--- src/rtl/shop_ctrl.sv ---
// rtl/shop_ctrl.sv - shop/battle transaction sequencer driving the player stats block
module shop_ctrl #(
  parameter int NREQ         = 3,
  parameter int ROUND_INCOME = 10
) (
  input  logic                clk,
  input  logic                reset,
  input  logic [NREQ-1:0]     req_valid,
  input  logic [NREQ-1:0]     req_sell,
  input  logic [10*NREQ-1:0]  req_amt,
  output logic [NREQ-1:0]     req_ack,
  output logic                req_ok,
  input  logic                battle_valid,
  input  logic                battle_win,
  input  logic                battle_tie,
  output logic                battle_ack,
  input  logic [9:0]          coins,
  output logic [9:0]          cost,
  output logic [9:0]          revenue,
  output logic                battleDone,
  output logic                decr_lives,
  output logic                busy,
  output logic                game_over
);

  typedef enum logic [2:0] {IDLE, APPLY, BATTLE, INCOME, SETTLE, OVER} state_t;

  state_t            state;
  logic [1:0]        rr_ptr;
  logic [1:0]        lives;
  logic              pulsed;
  logic              final_loss;

  logic              found;
  logic [1:0]        sel;
  logic [2:0]        cand;
  logic [NREQ-1:0]   sel_onehot;
  logic [9:0]        sel_amt;
  logic              sel_sell;
  logic [1:0]        next_ptr;
  logic [9:0]        headroom;
  logic [10:0]       sum11;
  logic [9:0]        sell_amt;
  logic [9:0]        income;
  logic              deny;
  logic              loss;

  // Round-robin search: first valid requester at or after rr_ptr
  always_comb begin
    found = 1'b0;
    sel   = '0;
    cand  = '0;
    for (int k = 0; k < NREQ; k++) begin
      cand = {1'b0, rr_ptr} + 3'(k);
      if (cand >= 3'(NREQ))
        cand = cand - 3'(NREQ);
      for (int j = 0; j < NREQ; j++) begin
        if (!found && req_valid[j] && (cand[1:0] == 2'(j))) begin
          found = 1'b1;
          sel   = 2'(j);
        end
      end
    end
  end

  // Pick out the selected requester's operation and amount
  always_comb begin
    sel_amt    = '0;
    sel_sell   = 1'b0;
    sel_onehot = '0;
    for (int j = 0; j < NREQ; j++) begin
      if (sel == 2'(j)) begin
        sel_amt       = req_amt[10*j +: 10];
        sel_sell      = req_sell[j];
        sel_onehot[j] = 1'b1;
      end
    end
  end

  // Sells clip at the 1023 ceiling; buys beyond the purse are denied
  assign headroom = 10'd1023 - coins;
  assign sum11    = {1'b0, coins} + {1'b0, sel_amt};
  assign sell_amt = (sum11 > 11'd1023) ? headroom : sel_amt;
  assign income   = (headroom < 10'(ROUND_INCOME)) ? headroom : 10'(ROUND_INCOME);
  assign deny     = !sel_sell && (sel_amt > coins);
  assign loss     = !battle_win && !battle_tie;
  assign next_ptr = (sel == 2'(NREQ-1)) ? 2'd0 : sel + 2'd1;
  assign busy     = (state != IDLE);

  // Sequencer: every pulse output is registered and cleared the cycle after it is set
  always_ff @(posedge clk) begin
    if (!reset) begin
      state      <= IDLE;
      rr_ptr     <= '0;
      lives      <= 2'd3;
      pulsed     <= 1'b0;
      final_loss <= 1'b0;
      req_ack    <= '0;
      req_ok     <= 1'b0;
      battle_ack <= 1'b0;
      cost       <= '0;
      revenue    <= '0;
      battleDone <= 1'b0;
      decr_lives <= 1'b0;
      game_over  <= 1'b0;
    end else begin
      req_ack    <= '0;
      req_ok     <= 1'b0;
      battle_ack <= 1'b0;
      cost       <= '0;
      revenue    <= '0;
      battleDone <= 1'b0;
      decr_lives <= 1'b0;
      case (state)
        IDLE: begin
          if (battle_valid) begin
            state      <= BATTLE;
            battleDone <= 1'b1;
            battle_ack <= 1'b1;
            final_loss <= loss && (lives == 2'd1);
            if (loss) begin
              decr_lives <= 1'b1;
              lives      <= lives - 2'd1;
            end
          end else if (found) begin
            state   <= APPLY;
            req_ack <= sel_onehot;
            rr_ptr  <= next_ptr;
            if (deny) begin
              pulsed <= 1'b0;
            end else begin
              req_ok <= 1'b1;
              if (sel_sell) begin
                revenue <= sell_amt;
                pulsed  <= (sell_amt != 10'd0);
              end else begin
                cost   <= sel_amt;
                pulsed <= (sel_amt != 10'd0);
              end
            end
          end
        end
        APPLY:  state <= pulsed ? SETTLE : IDLE;
        BATTLE: begin
          if (final_loss) begin
            state     <= OVER;
            game_over <= 1'b1;
          end else begin
            state   <= INCOME;
            revenue <= income;
          end
        end
        INCOME: state <= SETTLE;
        SETTLE: state <= IDLE;
        OVER: begin
          // Skip the cycle right after an ack so a requester dropping valid is not acked twice
          if ((req_ack == '0) && !battle_ack) begin
            if (battle_valid) begin
              battle_ack <= 1'b1;
            end else if (found) begin
              req_ack <= sel_onehot;
              rr_ptr  <= next_ptr;
            end
          end
        end
        default: state <= IDLE;
      endcase
    end
  end

endmodule

--- config.mk ---
export PLATFORM = sky130hd
export DESIGN_NAME = shop_ctrl
export DESIGN_NICKNAME = d
export VERILOG_FILES = /design/src/rtl/shop_ctrl.sv
export SDC_FILE = /design/constraint.sdc
export NUM_CORES = 1
export LEC_CHECK = 0
export CAP_MARGIN = 20
export CORE_UTILIZATION = 41
export CTS_CLUSTER_SIZE = 14
export DETAILED_ROUTE_END_ITERATION = 7
export PLACE_DENSITY_LB_ADDON = 0.2
export SYNTH_ARGS = -nofsm -noshare
export SYNTH_HDL_FRONTEND = slang
export SYNTH_SLANG_ARGS = --single-unit
--- constraint.sdc ---
create_clock -name clk -period 4 [get_ports clk]
set_input_delay 0.8 -clock clk [delete_from_list [all_inputs] [get_ports clk]]
set_output_delay 0.8 -clock clk [all_outputs]
set_load 0.05 [all_outputs]
# --- Word-level counts from Yosys, hierarchy flattened ---
# Index checks and enable logic that the tools add are counted.
classes:
  bitwise_logic: 5
  muxes: 58
  n_eq_ne: 15
  n_addsub: 9
  n_reduce_logical: 53
  magnitude_cmp: 6
op_table:
  columns: ["op", "count"]
  rows:
  - ["$mux 10", 10]
  - ["$mux 2", 14]
  - ["$mux 1", 22]
  - ["$logic_and 1x1->1", 21]
  - ["$mux 3", 7]
  - ["$pmux 10 s2", 1]
  - ["$reduce_bool 10->1", 2]
  - ["$pmux 3 s5", 1]
  - ["$logic_not 1->1", 12]
  - ["$add 10x10->11", 1]
  - ["$gt 11x10->1 const B", 1]
  - ["$eq 2x1->1 const B", 5]
  - ["$gt 10x10->1", 1]
  - ["$lt 10x4->1 const B", 1]
  - ["$reduce_and 2->1", 5]
  - ["$sub 10x10->10 const A", 1]
  - ["$reduce_and 3->1", 3]
  - ["$eq 2x2->1 const B", 4]
  - ["$logic_not 2->1", 4]
  - ["$eq 3x2->1 const B", 2]
  - ["$ge 3x2->1 const B", 2]
  - ["$logic_not 3->1", 2]
  - ["$pmux 3 s2", 1]
  - ["$reduce_or 6->1", 1]
  - ["other kinds (16)", 22]
word_totals:
  word_cells: 159
  in_bits: 51
  register_bits: 37
  out_inout_bits: 29

# --- Depth between registers and ports, before layout ---
logic_depth:
  ltp_word: 49
  mapped_depth: 16
  depth_no_buf: 15

# --- Worst setup path before layout ---
# Ideal clock, no wire load.
synth_timing:
  kind: "input -> register"
  from: "input req_valid[0]"
  to: "register revenue[5]"
  setup_ns: 0.086
  setup_slack_ns: 0.369
  required_ns: 3.914
  arrival_ns: 3.545
  cell_stages: 14
  n_path_buf: 2
  path_cell_list: "and2b_1 a32oi_4 buf_4 nand2_1 a31oi_1 ha_1 inv_1 fa_1 o21ai_0 a21oi_1 o41ai_2 clkbuf_1 nor2_1 a211oi_1"
synth_between:
  elab_chain_cells: 46
  elab_cells_between_ends: 62
synth_rtl:
  columns: ["element", "line_no", "source"]
  rows:
  - ["from (decl)", "8", "input logic [NREQ-1:0] req_valid,"]
  - ["$logic_and 1x1->1", "58", "if (!found && req_valid[j] && (cand[1:0] == 2'(j))) begin"]
  - ["$mux 1", "58", null]
  - ["$logic_not 1->1", "58", null]
  - ["$logic_and 1x1->1 (2 in a row)", "58", null]
  - ["$mux 1", "58", null]
  - ["$logic_not 1->1", "58", null]
  - ["$logic_and 1x1->1 (2 in a row)", "58", null]
  - ["$mux 1", "58", null]
  - ["[... 28 more ...]", null, null]
  - ["net sel_amt[0]", "38", "logic [9:0] sel_amt;"]
  - ["$add 10x10->11", "82", "assign sum11 = {1'b0, coins} + {1'b0, sel_amt};"]
  - ["$gt 11x10->1", "83", "assign sell_amt = (sum11 > 11'd1023) ? headroom : sel_amt;"]
  - ["$mux 10", "83", null]
  - ["$mux 10", "133", "if (sel_sell) begin"]
  - ["$mux 10 *", "129", "if (deny) begin"]
  - ["$mux 10 *", "125", "end else if (found) begin"]
  - ["$mux 10 *", "116", "if (battle_valid) begin"]
  - ["$pmux 10 s2 *", "114", "case (state)"]
  - ["to (signal assigned)", "134", "revenue <= sell_amt;"]
  - ["to (signal assigned)", "150", "revenue <= income;"]
  - ["to (decl)", "19", "output logic [9:0] revenue,"]
# The timed path passes the listed nets; every way through them passes the cells marked *.
# A chain may end at the register's enable or synchronous reset.

# --- Final worst setup path ---
layout_timing:
  from: "input req_valid[0]"
  to: "register pulsed"
layout_between:
  elab_chain_cells: 44
  elab_cells_between_ends: 62
layout_rtl:
  columns: ["element", "line_no", "source"]
  rows:
  - ["$logic_and 1x1->1", "58", null]
  - ["$mux 1", "58", null]
  - ["$logic_not 1->1", "58", null]
  - ["$logic_and 1x1->1 (2 in a row)", "58", null]
  - ["$mux 1", "58", null]
  - ["$logic_not 1->1", "58", null]
  - ["$logic_and 1x1->1 (2 in a row)", "58", null]
  - ["$mux 1", "58", null]
  - ["[... 27 more ...]", null, null]
  - ["$mux 10 *", "72", "if (sel == 2'(j)) begin"]
  - ["net sel_amt[2]", "38", null]
  - ["$add 10x10->11", "82", null]
  - ["$gt 11x10->1", "83", null]
  - ["$mux 10", "83", null]
  - ["$reduce_bool 10->1", "135", "pulsed <= (sell_amt != 10'd0);"]
  - ["$mux 1", "133", null]
  - ["$mux 1 *", "129", null]
  - ["to (signal assigned)", "135", null]
  - ["to (signal assigned)", "138", "pulsed <= (sel_amt != 10'd0);"]
  - ["to (decl)", "31", "logic pulsed;"]
# Marked as above.

==> impl_metrics.csv <==
group,metric,value,unit
sta,clock_skew,9.96,ps
worst_setup_path,slowest_stage,"clkdlybuf4s50_1",
pwr,max-vdd-ir-drop,0.000165,V
worst_setup_path,r2r_setup_slack,570,ps
pwr,p_per_area,369,mW/mm²
sta,maxSlewViolCount,0,
synth,synth_edf_count,0,
grt,grt_pass1_vias,2141,
worst_setup_path,path_cells,"clkdlybuf4s50_1, and2b_1, a32oi_4, buf_4, mux2i_1, a21o_1, inv_1, ha_1, o21ai_0, a21oi_1, o41ai_4, a2111oi_1, nand3_1, o2111a_1",
clock_tree,clk_latency,290,ps
worst_setup_path,crit_required,4180,ps
final_layout,multiInputGateArea,0.00142,mm²
grt,overflow,0,
sta,rsz0062_at_grt,"no",
synth,synth_cells,275,
grt,grt_pass1_wl,9.69,mm
synth,syn_avg_cell_area,8.39,µm²
sta,hold_viol,0,
place,post-place-ws,-113,ps
clock_tree,clock_path_buffers,2,
worst_setup_path,crit_buf_inv,3,
final_layout,layout-drive-gt1-share,0.151,
sta,maxSlewHeadroom,0.620,
clock_tree,cts_buffers,5,
clock_tree,cts_sinks,37,
routing,first_pass_iters,5,
grt,grt_max_degree,18,
sta,finalCritPeriodShare,0.926,
place,port_buffers,79,
routing,drt_iter0_markers,101,
worst_setup_path,crit_path_max_incr_delay,490,ps
clock_tree,clk_pin_slew_worst_paths,70,ps
clock_tree,htreeDepth,2,
clock_tree,cts-root-buf,"clkbuf_8",
worst_setup_path,cp-start-kind,"primary input",
synth,synthFlopType,"dfxtp_1",
min_path,hold_path_class,"reg -> reg",
sta,setup_viol_count_final,0,
place,gp_congestion,0.981,
sta,setup_tns,0,ps
worst_setup_path,path_class,"in -> reg",
routing,drt_wl_total,5.72,mm
pwr,finalPower,0.00126,W
worst_setup_path,cp-end-kind,"register",
clock_tree,cts_tree,"built",
clock_tree,cts_setup_buffers,0,
final_layout,ff_latch_area,741,µm²
routing,vias,2237,
routing,viasPerCell,5.00,
sta,timing.final.ws_setup,295,ps
final_layout,antenna_cells,0,
synth,synth_warnings,0,
synth,synth_nets,349,
synth,ys_ff_latch,37,
routing,drcViolationCount,0,
routing,post_drt_wl_per_cell,12.8,µm
sta,tightest_slew,569,ps
synth,synth_top_cell_by_area,"dfxtp_1",
clock_tree,ctsHoldBuffers,0,
sta,max_freq,270,MHz
floorplanning,die_h,77.0,µm
final_layout,layout.nets,451,
synth,ys_seq_area_frac,0.321,
place,hpwl,4.79,mm
routing,ant_nets,0,
final_layout,fin_cells,447,
worst_setup_path,worstPathArrival,3890,ps
worst_setup_path,crit_family,"compound AO/OA/AOI/OAI gates",
floorplanning,start_util,0.438,
floorplanning,core_area,0.00527,mm²
synth,async_flop_share,0,
floorplanning,die-area,0.00593,mm²
worst_setup_path,crit_fanout,6,
floorplanning,row_count,26,
outcome,status,"completed",
flow_run,drv_cap,0,
place,dp.cells,440,
sta,fin_crit,3700,ps
floorplanning,ios,80,
synth,ys_top_cells_by_area,"dfxtp_1, ha_1, nor2_1",
synth,synth_top_area_frac,0.321,
final_layout,synthToLayoutAreaGrowth,47.7,%
grt,grt_usage,0.204,
synth,yosysUniqueCellTypes,52,
floorplanning,die_x,77.0,µm
grt,antenna_found_initial,0,
final_layout,fill_cells,494,
pwr,leakage,1.44,nW
synth,syn-cell-area,0.00231,mm²
clock_tree,cts_resized,0,
## worst register-to-register path, cell delays in order (launching register included)
cell,delay [ps]
dfxtp_1,350
inv_1,60
ha_1,340
or2_4,260
a32oi_4,270
buf_4,180
mux2i_1,170
a21o_1,150
inv_1,70
ha_1,300
o21ai_0,70
a21oi_1,250
o41ai_4,120
a2111oi_1,450
nand3_1,130
o2111a_1,160
## where the power goes
| group | internal [W] | leakage, nW | switching [W] |
|---|---|---|---|
| clock network | 0.000137 | 0.0443 | 0.000124 |
| registers | 0.000396 | 0.301 | 0.0000147 |
| logic | 0.000256 | 1.10 | 0.000330 |
## metal layers
layer	routed length, µm	vias to the layer above	global-route usage
met3	317	8	0.0405
li1	-	1142	-
met1	2630	1013	0.266
met5	0	-	0
met2	2690	74	0.331
met4	85	0	0.0774
## cell usage after synthesis, drive strengths merged, types with 4 or more instances
cell	count
nor2	41
dfxtp	37
nand2	33
inv	28
ha	22
o21ai	11
a31oi	9
and2	9
nor3	9
a211oi	8
a21oi	8
nand3	8
buf	5
and3	4
## metrics by stage
step / cell area [µm²] / hold WS [ps] / utilization
2_1_floorplan: 2310 / 441 / -
3_3_place_gp: 3310 / 450 / 0.628
3_5_place_dp: 3310 / 465 / 0.628
4_1_cts: 3400 / 479 / 0.644
5_1_grt: 3410 / 511 / 0.646
6_report: 3410 / 475 / 0.646
## flip-flops by register name, summed over array words and instances (netlist names)
name,count
battleDone,1
battle_ack,1
cost,10
decr_lives,1
final_loss,1
game_over,1
lives,2
pulsed,1
req_ack,3
req_ok,1
revenue,10
rr_ptr,2
state,3
## kinds of logic (layout without fill, tap and decap cells)
family                     after synthesis  after routing  share of synthesized area
DFF                                     37             37                      0.321
xor gates and xnor gates                 1              1                    0.00380
adders and majority gates               23             23                      0.128
muxes                                    2              2                    0.00868
and+or+nand+nor                        121            121                      0.265
AOI/OAI and AO/OA                       55             55                      0.203
buffers and inverters                   36            138                     0.0700
## final timing paths
path,startpoint,to,depth (start not counted)
setup / recovery,req_valid[0],pulsed,14
hold reg to reg,lives[1],lives[1],2
hold / removal,lives[1],lives[1],2
setup reg to reg,rr_ptr[0],pulsed,15
## cell usage in the layout (no fill, tap or decap), types with 2 or more instances in the layout
cell,count
nor4_1,3
inv_1,28
nor3b_1,2
o21ai_1,2
nor3_1,9
dfxtp_1,37
o221ai_1,2
nor2_2,9
nor2_1,32
a31oi_1,2
and2_1,9
buf_4,24
o22ai_1,2
nand2_1,31
clkbuf_8,6
nor2b_1,2
clkdlybuf4s50_1,79
a31o_2,2
nand3_1,7
and3_1,4
o21ai_0,9
mux2i_1,2
a31oi_2,6
a211oi_1,8
ha_1,22
a21oi_1,8
nand4_1,3
o211ai_1,2
## area by class of cell
| class | instances | area share |
|---|---|---|
| Tap cell | 70 | 0.0257 |
| Multi-Input combinational cell | 202 | 0.416 |
| Timing Repair Buffer | 103 | 0.285 |
| Sequential cell | 37 | 0.217 |
| Clock buffer | 7 | 0.0253 |
| Inverter | 28 | 0.0308 |
(Power assumes the default switching activity.)
